## config.mk

```make
export PLATFORM = sky130hd
export DESIGN_NAME = loader_sequencer
export DESIGN_NICKNAME = d
export VERILOG_FILES = /design/src/rtl/loader_sequencer.sv
export SDC_FILE = /design/constraint.sdc
export NUM_CORES = 1
export LEC_CHECK = 0
export BUFFER_PORTS_ARGS = -buffer_cell sky130_fd_sc_hd__buf_2
export CORE_MARGIN = 1
export CORE_UTILIZATION = 50
export DETAILED_ROUTE_END_ITERATION = 10
export PLACE_DENSITY_LB_ADDON = 0.3
export SLEW_MARGIN = 25
export SYNTH_ARGS = -nofsm -noshare
export SYNTH_HDL_FRONTEND = slang
export SYNTH_SLANG_ARGS = --single-unit
```

## constraint.sdc

```tcl
create_clock -name CLK -period 7 [get_ports CLK]
set_input_delay 0.35 -clock CLK [delete_from_list [all_inputs] [get_ports CLK]]
set_output_delay 0.35 -clock CLK [all_outputs]
set_load 0.05 [all_outputs]
```

## src/rtl/loader_sequencer.sv

```systemverilog
// loader_sequencer: initiator of the hierarchical loader tree.
// Queues host commands and replays them as setup/select/gap waveforms.
module loader_sequencer #(
    parameter int ADDRESS_SIZE  = 10,
    parameter int DATA_SIZE     = 8,
    parameter int NB_SLAVES     = 4,
    parameter int FIFO_DEPTH    = 4,
    parameter int SELECT_CYCLES = 2,
    parameter int GAP_CYCLES    = 1
) (
    input  logic                    CLK,
    input  logic                    RESET,
    input  logic                    CMD_VALID,
    output logic                    CMD_READY,
    input  logic [ADDRESS_SIZE-1:0] CMD_ADDRESS,
    input  logic [DATA_SIZE-1:0]    CMD_DATA,
    output logic                    SELECT_LEVEL,
    output logic [ADDRESS_SIZE-1:0] ADDRESS,
    output logic [DATA_SIZE-1:0]    DATA,
    output logic                    BUSY,
    output logic [15:0]             CMD_COUNT,
    output logic                    ADDR_ERROR,
    input  logic                    CLEAR_ERROR
);

    localparam int W    = $clog2(NB_SLAVES + 2);
    localparam int PW   = $clog2(FIFO_DEPTH);
    localparam int NW   = PW + 1;
    localparam int EW   = ADDRESS_SIZE + DATA_SIZE;
    localparam int CMAX = (SELECT_CYCLES > GAP_CYCLES) ? SELECT_CYCLES : GAP_CYCLES;
    localparam int CW   = (CMAX > 1) ? $clog2(CMAX) : 1;

    localparam int unsigned F_MAX = NB_SLAVES + 2;
    localparam logic [NW-1:0] FULL_CNT = NW'(FIFO_DEPTH);
    localparam logic [CW-1:0] SEL_LAST = CW'(SELECT_CYCLES - 1);
    localparam logic [CW-1:0] GAP_LAST = CW'((GAP_CYCLES > 0) ? GAP_CYCLES - 1 : 0);

    localparam logic [1:0] IDLE   = 2'd0;
    localparam logic [1:0] SETUP  = 2'd1;
    localparam logic [1:0] SELECT = 2'd2;
    localparam logic [1:0] GAP    = 2'd3;

    logic [EW-1:0]           fifo_mem [FIFO_DEPTH];
    logic [PW-1:0]           wr_ptr;
    logic [PW-1:0]           rd_ptr;
    logic [NW-1:0]           fifo_cnt;
    logic [NW-1:0]           fifo_cnt_nxt;
    logic                    full;
    logic                    push;
    logic                    pop;
    logic [EW-1:0]           head;
    logic [ADDRESS_SIZE-1:0] head_addr;
    logic [DATA_SIZE-1:0]    head_data;
    logic [W-1:0]            head_field;
    logic                    head_legal;
    logic                    load;
    logic                    reject;

    logic [1:0]              state;
    logic [1:0]              state_nxt;
    logic [CW-1:0]           cyc;
    logic [CW-1:0]           cyc_nxt;
    logic                    issued;

    assign full       = (fifo_cnt == FULL_CNT);
    assign CMD_READY  = RESET && !full;
    assign push       = CMD_VALID && CMD_READY;
    assign pop        = (state == IDLE) && (fifo_cnt != '0);

    assign head       = fifo_mem[rd_ptr];
    assign head_addr  = head[EW-1 -: ADDRESS_SIZE];
    assign head_data  = head[DATA_SIZE-1:0];
    assign head_field = head_addr[ADDRESS_SIZE-1 -: W];
    assign head_legal = (32'(head_field) <= F_MAX);
    assign load       = pop && head_legal;
    assign reject     = pop && !head_legal;

    // Storage needs no reset: READY is held low during reset so nothing lands here.
    always_ff @(posedge CLK) begin
        if (push) begin
            fifo_mem[wr_ptr] <= {CMD_ADDRESS, CMD_DATA};
        end
    end

    always_comb begin
        fifo_cnt_nxt = fifo_cnt;
        case ({push, pop})
            2'b10:   fifo_cnt_nxt = fifo_cnt + 1'b1;
            2'b01:   fifo_cnt_nxt = fifo_cnt - 1'b1;
            default: fifo_cnt_nxt = fifo_cnt;
        endcase
    end

    always_ff @(posedge CLK) begin
        if (!RESET) begin
            wr_ptr   <= '0;
            rd_ptr   <= '0;
            fifo_cnt <= '0;
        end else begin
            if (push) begin
                wr_ptr <= wr_ptr + 1'b1;
            end
            if (pop) begin
                rd_ptr <= rd_ptr + 1'b1;
            end
            fifo_cnt <= fifo_cnt_nxt;
        end
    end

    always_comb begin
        state_nxt = state;
        cyc_nxt   = cyc;
        issued    = 1'b0;
        unique case (state)
            IDLE: begin
                if (load) begin
                    state_nxt = SETUP;
                end
            end
            SETUP: begin
                state_nxt = SELECT;
                cyc_nxt   = '0;
            end
            SELECT: begin
                if (cyc == SEL_LAST) begin
                    issued    = 1'b1;
                    cyc_nxt   = '0;
                    state_nxt = (GAP_CYCLES == 0) ? IDLE : GAP;
                end else begin
                    cyc_nxt = cyc + 1'b1;
                end
            end
            GAP: begin
                if (cyc == GAP_LAST) begin
                    cyc_nxt   = '0;
                    state_nxt = IDLE;
                end else begin
                    cyc_nxt = cyc + 1'b1;
                end
            end
            default: begin
                state_nxt = IDLE;
                cyc_nxt   = '0;
            end
        endcase
    end

    always_ff @(posedge CLK) begin
        if (!RESET) begin
            state        <= IDLE;
            cyc          <= '0;
            SELECT_LEVEL <= 1'b0;
            ADDRESS      <= '0;
            DATA         <= '0;
            BUSY         <= 1'b0;
            CMD_COUNT    <= '0;
            ADDR_ERROR   <= 1'b0;
        end else begin
            state        <= state_nxt;
            cyc          <= cyc_nxt;
            SELECT_LEVEL <= (state_nxt == SELECT);
            BUSY         <= (fifo_cnt_nxt != '0) || (state_nxt != IDLE);
            if (load) begin
                ADDRESS <= head_addr;
                DATA    <= head_data;
            end
            if (issued && (CMD_COUNT != 16'hFFFF)) begin
                CMD_COUNT <= CMD_COUNT + 16'd1;
            end
            // A rejection in the same cycle as a clear must remain visible.
            if (reject) begin
                ADDR_ERROR <= 1'b1;
            end else if (CLEAR_ERROR) begin
                ADDR_ERROR <= 1'b0;
            end
        end
    end

endmodule
```

==> results.sh <==
export IMPL_drt_wl_total_um=8586
export IMPL_cts_buffers=17
export IMPL_synth_warnings=0
export IMPL_hold_class="input pin to register"
export IMPL_seq_power_share_pct=39.3
export IMPL_multiInputGateArea_mm2=0.001469
export IMPL_synthXorXnorAreaFrac_pct=1.284
export IMPL_max_clock_path_buffers=2
export IMPL_layout_area_seq_mm2=0.003143
export IMPL_intPower_mw=1.545
export IMPL_postRouteAntennaNets=0
export IMPL_gr_total_overflow=0
export IMPL_cp_start_kind="register"
export IMPL_fin_crit_ns=2.709
export IMPL_cts_sinks=121
export IMPL_cts_resized=0
export IMPL_r2r_end="BUSY"
export IMPL_postSynth_asyncResetShare_pct=0
export IMPL_first_global_vias=2827
export IMPL_synth_compound_area_share_pct=9.198
export IMPL_hold_path_cell_count=1
export IMPL_critPathArrivalTime_ns=3.11
export IMPL_crit_family="simple AND/OR/NAND/NOR gates"
export IMPL_tightest_slew_ns=1.022
export IMPL_setup_viol=0
export IMPL_min_period_over_period_pct=38.70
export IMPL_cts_tree="yes"
export IMPL_clk_latency_ns=0.51
export IMPL_area_growth_pct=20.52
export IMPL_netlist_instances=326
export IMPL_final_common_cell="edfxtp_1"
export IMPL_grt_usage_pct=19.20
export IMPL_path_depth=10
export IMPL_path_buf_inv=2
export IMPL_place_ws_ns=4.330
export IMPL_postCtsSetupRepairBufs=0
export IMPL_final_util_pct=62.27
export IMPL_yosys_most_used_dff="edfxtp_1"
export IMPL_synth_cell_types=51
export IMPL_layout_nets=421
export IMPL_cpMaxStageDelayCell="fa_1"
export IMPL_grt_max_degree=25
export IMPL_avgSynthCellArea_um2=14.65
export IMPL_grt_first_pass_wirelength_um=14240
export IMPL_status="completed"
export IMPL_dr_pass1_iters=5
export IMPL_drive_gt1_share_pct=30.86
export IMPL_yosysSeqAreaShare_pct=65.83
export IMPL_final_area_mm2=0.005754
export IMPL_rsz0062_at_grt="false"
export IMPL_dp_hpwl_um=5314
export IMPL_die_h_um=99.72
export IMPL_avgRoutedWirePerCell_um=16.08
export IMPL_fin_skew_ns=0.01017
export IMPL_final_cells=534
export IMPL_clkSlewWorstSetupHoldPaths_ns=0.06
export IMPL_die_x_um=99.72
export IMPL_layout_common_cells="edfxtp_1 (72), buf_2 (59), dfxtp_1 (49)"
export IMPL_min_from="CMD_DATA[7]"
export IMPL_r2r_cells=10
export IMPL_gp_congestion=0.7924
export IMPL_synth_adder_area_share_pct=1.992
export IMPL_crit_path_max_fanout=6
export IMPL_dpl_instance_area_mm2=0.005185
export IMPL_cp_end_kind="register"
export IMPL_slew_headroom_pct=31.84
export IMPL_fillers=724
export IMPL_drt_iter0_drc=119
export IMPL_power_switching_uw=800.2
export IMPL_core_area_mm2=0.009240
export IMPL_clock_power_share_pct=35.1
export IMPL_leakage_nw=2.140
export IMPL_synth_simple_area_share_pct=8.831
export IMPL_power_frac_comb_pct=25.6
export IMPL_worstHoldEndpoint="fifo_mem[2][7]"
export IMPL_io_buffers=59
export IMPL_power_density_mw_per_mm2=407.5
export IMPL_hold_violations=0
export IMPL_synth_top_family_by_area="multiplexers"
export IMPL_cp_slowest_stage_delay_ns=0.47
export IMPL_ios=60
export IMPL_htreeDepth=4
export IMPL_syn_nets=355
export IMPL_fmax_mhz=369.1
export IMPL_reg2reg_setup_slack_ns=4.29
export IMPL_fin_ws_ns=4.291
export IMPL_dieArea_mm2=0.009944
export IMPL_critPathKind="register to register"
export IMPL_ys_ff_latch=121
export IMPL_synth_edf_count=72
export IMPL_drc=0
export IMPL_tns_ns=0
export IMPL_routed_via_count=2861
export IMPL_r2r_start="state[1]"
export IMPL_cts_hold_buffers=0
export IMPL_start_util_pct=51.67
export IMPL_n_antenna_cell=0
export IMPL_dp_cells=502
export IMPL_ir_drop_uv=269.8
export IMPL_viasPerCell=5.358
export IMPL_drv_slew=0
export IMPL_synthMuxAreaShare_pct=9.329
export IMPL_synth_area_mm2=0.004775
export IMPL_cts_root_buf="clkbuf_8"
export IMPL_rows=35
export IMPL_antenna_found_initial=0
export IMPL_cp_cell_sequence="or2_2, or2_2, inv_1, ha_1, inv_1, fa_1, nor2b_1, a221o_1, nand2_1, a211o_1"
export IMPL_crit_required_ns=7.40
export IMPL_swShare_pct=34.12
export IMPL_maxCapViolCount=0
[how the worst max path moves through the flow]
stage              from  endpoint  slack (ns)
6_report       state[1]      BUSY        4.29
2_1_floorplan  state[1]      BUSY        4.40
5_1_grt        state[1]      BUSY        4.15
3_5_place_dp   state[1]      BUSY        4.33
3_3_place_gp   state[1]      BUSY        4.41
4_1_cts        state[1]      BUSY        4.30
[routing by layer]
layer	share of wire, %	GRT usage [%]	vias up
li1	-	-	1383
met1	45	25.44	1411
met2	50	29.92	58
met3	3.3	5.130	9
met4	1.1	8.371	0
met5	0	0	-
[power groups by stage]
stage	sequential, mW	clock [mW]	combinational [mW]
2_1_floorplan	1.10	0	0.310
3_3_place_gp	0.932	0	0.590
3_5_place_dp	0.936	0	0.602
4_1_cts	0.924	0.833	0.605
5_1_grt	0.935	0.870	0.650
6_report	0.922	0.823	0.600
[through the flow]
step	power, mW	hold WS (ns)
final	2.345	0.05340
after global routing	2.456	0.03006
after CTS	2.362	0.03176
after detailed placement	1.538	0.4451
after global placement	1.522	0.4419
after floorplan	1.406	0.4489
[synth_stat cells (3+ instances only)]
cell type / count / share of area (%)
mux2i_1: 4 / 0.84
nor3_1: 3 / 0.31
or4_1: 6 / 0.94
o221a_2: 3 / 0.71
mux4_2: 18 / 8.5
nor2_1: 13 / 1.0
clkbuf_1: 9 / 0.71
o31ai_1: 7 / 1.1
a21oi_1: 10 / 1.0
nand2_1: 15 / 1.2
dfxtp_1: 49 / 21
buf_2: 3 / 0.31
ha_1: 6 / 1.6
inv_1: 29 / 2.3
or2_2: 4 / 0.52
nand3_1: 4 / 0.42
and2_1: 7 / 0.92
nand2b_1: 4 / 0.52
edfxtp_1: 72 / 45
o2bb2ai_1: 15 / 2.8
xnor2_1: 5 / 0.92
a211o_1: 3 / 0.55
[cells by family (layout without fill, tap and decap cells)]
group | after synthesis | in the layout
DFF | 121 | 121
and+or+nand+nor | 72 | 72
AOI/OAI and AO/OA | 55 | 55
buffers and inverters | 42 | 121
muxes | 22 | 22
adders and majority gates | 7 | 7
xor gates and xnor gates | 7 | 7
[flip-flops by register name, summed over array words and instances (netlist names), named ones only]
| register | count |
|---|---|
| fifo_mem | 72 |
| CMD_COUNT | 16 |
| rd_ptr | 2 |
| fifo_cnt | 3 |
| wr_ptr | 2 |
| ADDRESS | 10 |
| cyc | 1 |
| DATA | 8 |
| ADDR_ERROR | 1 |
| BUSY | 1 |
| state | 2 |
| SELECT_LEVEL | 1 |
[layout make-up]
cell class / count / share of cell area (%)
clock buffer: 17 / 7.197
inverter: 29 / 1.892
timing repair buffer: 60 / 5.262
multi-input combinational: 163 / 25.53
clock inverter: 15 / 2.696
tap: 129 / 2.805
sequential: 121 / 54.62
Power figures use the tool's default switching activity.
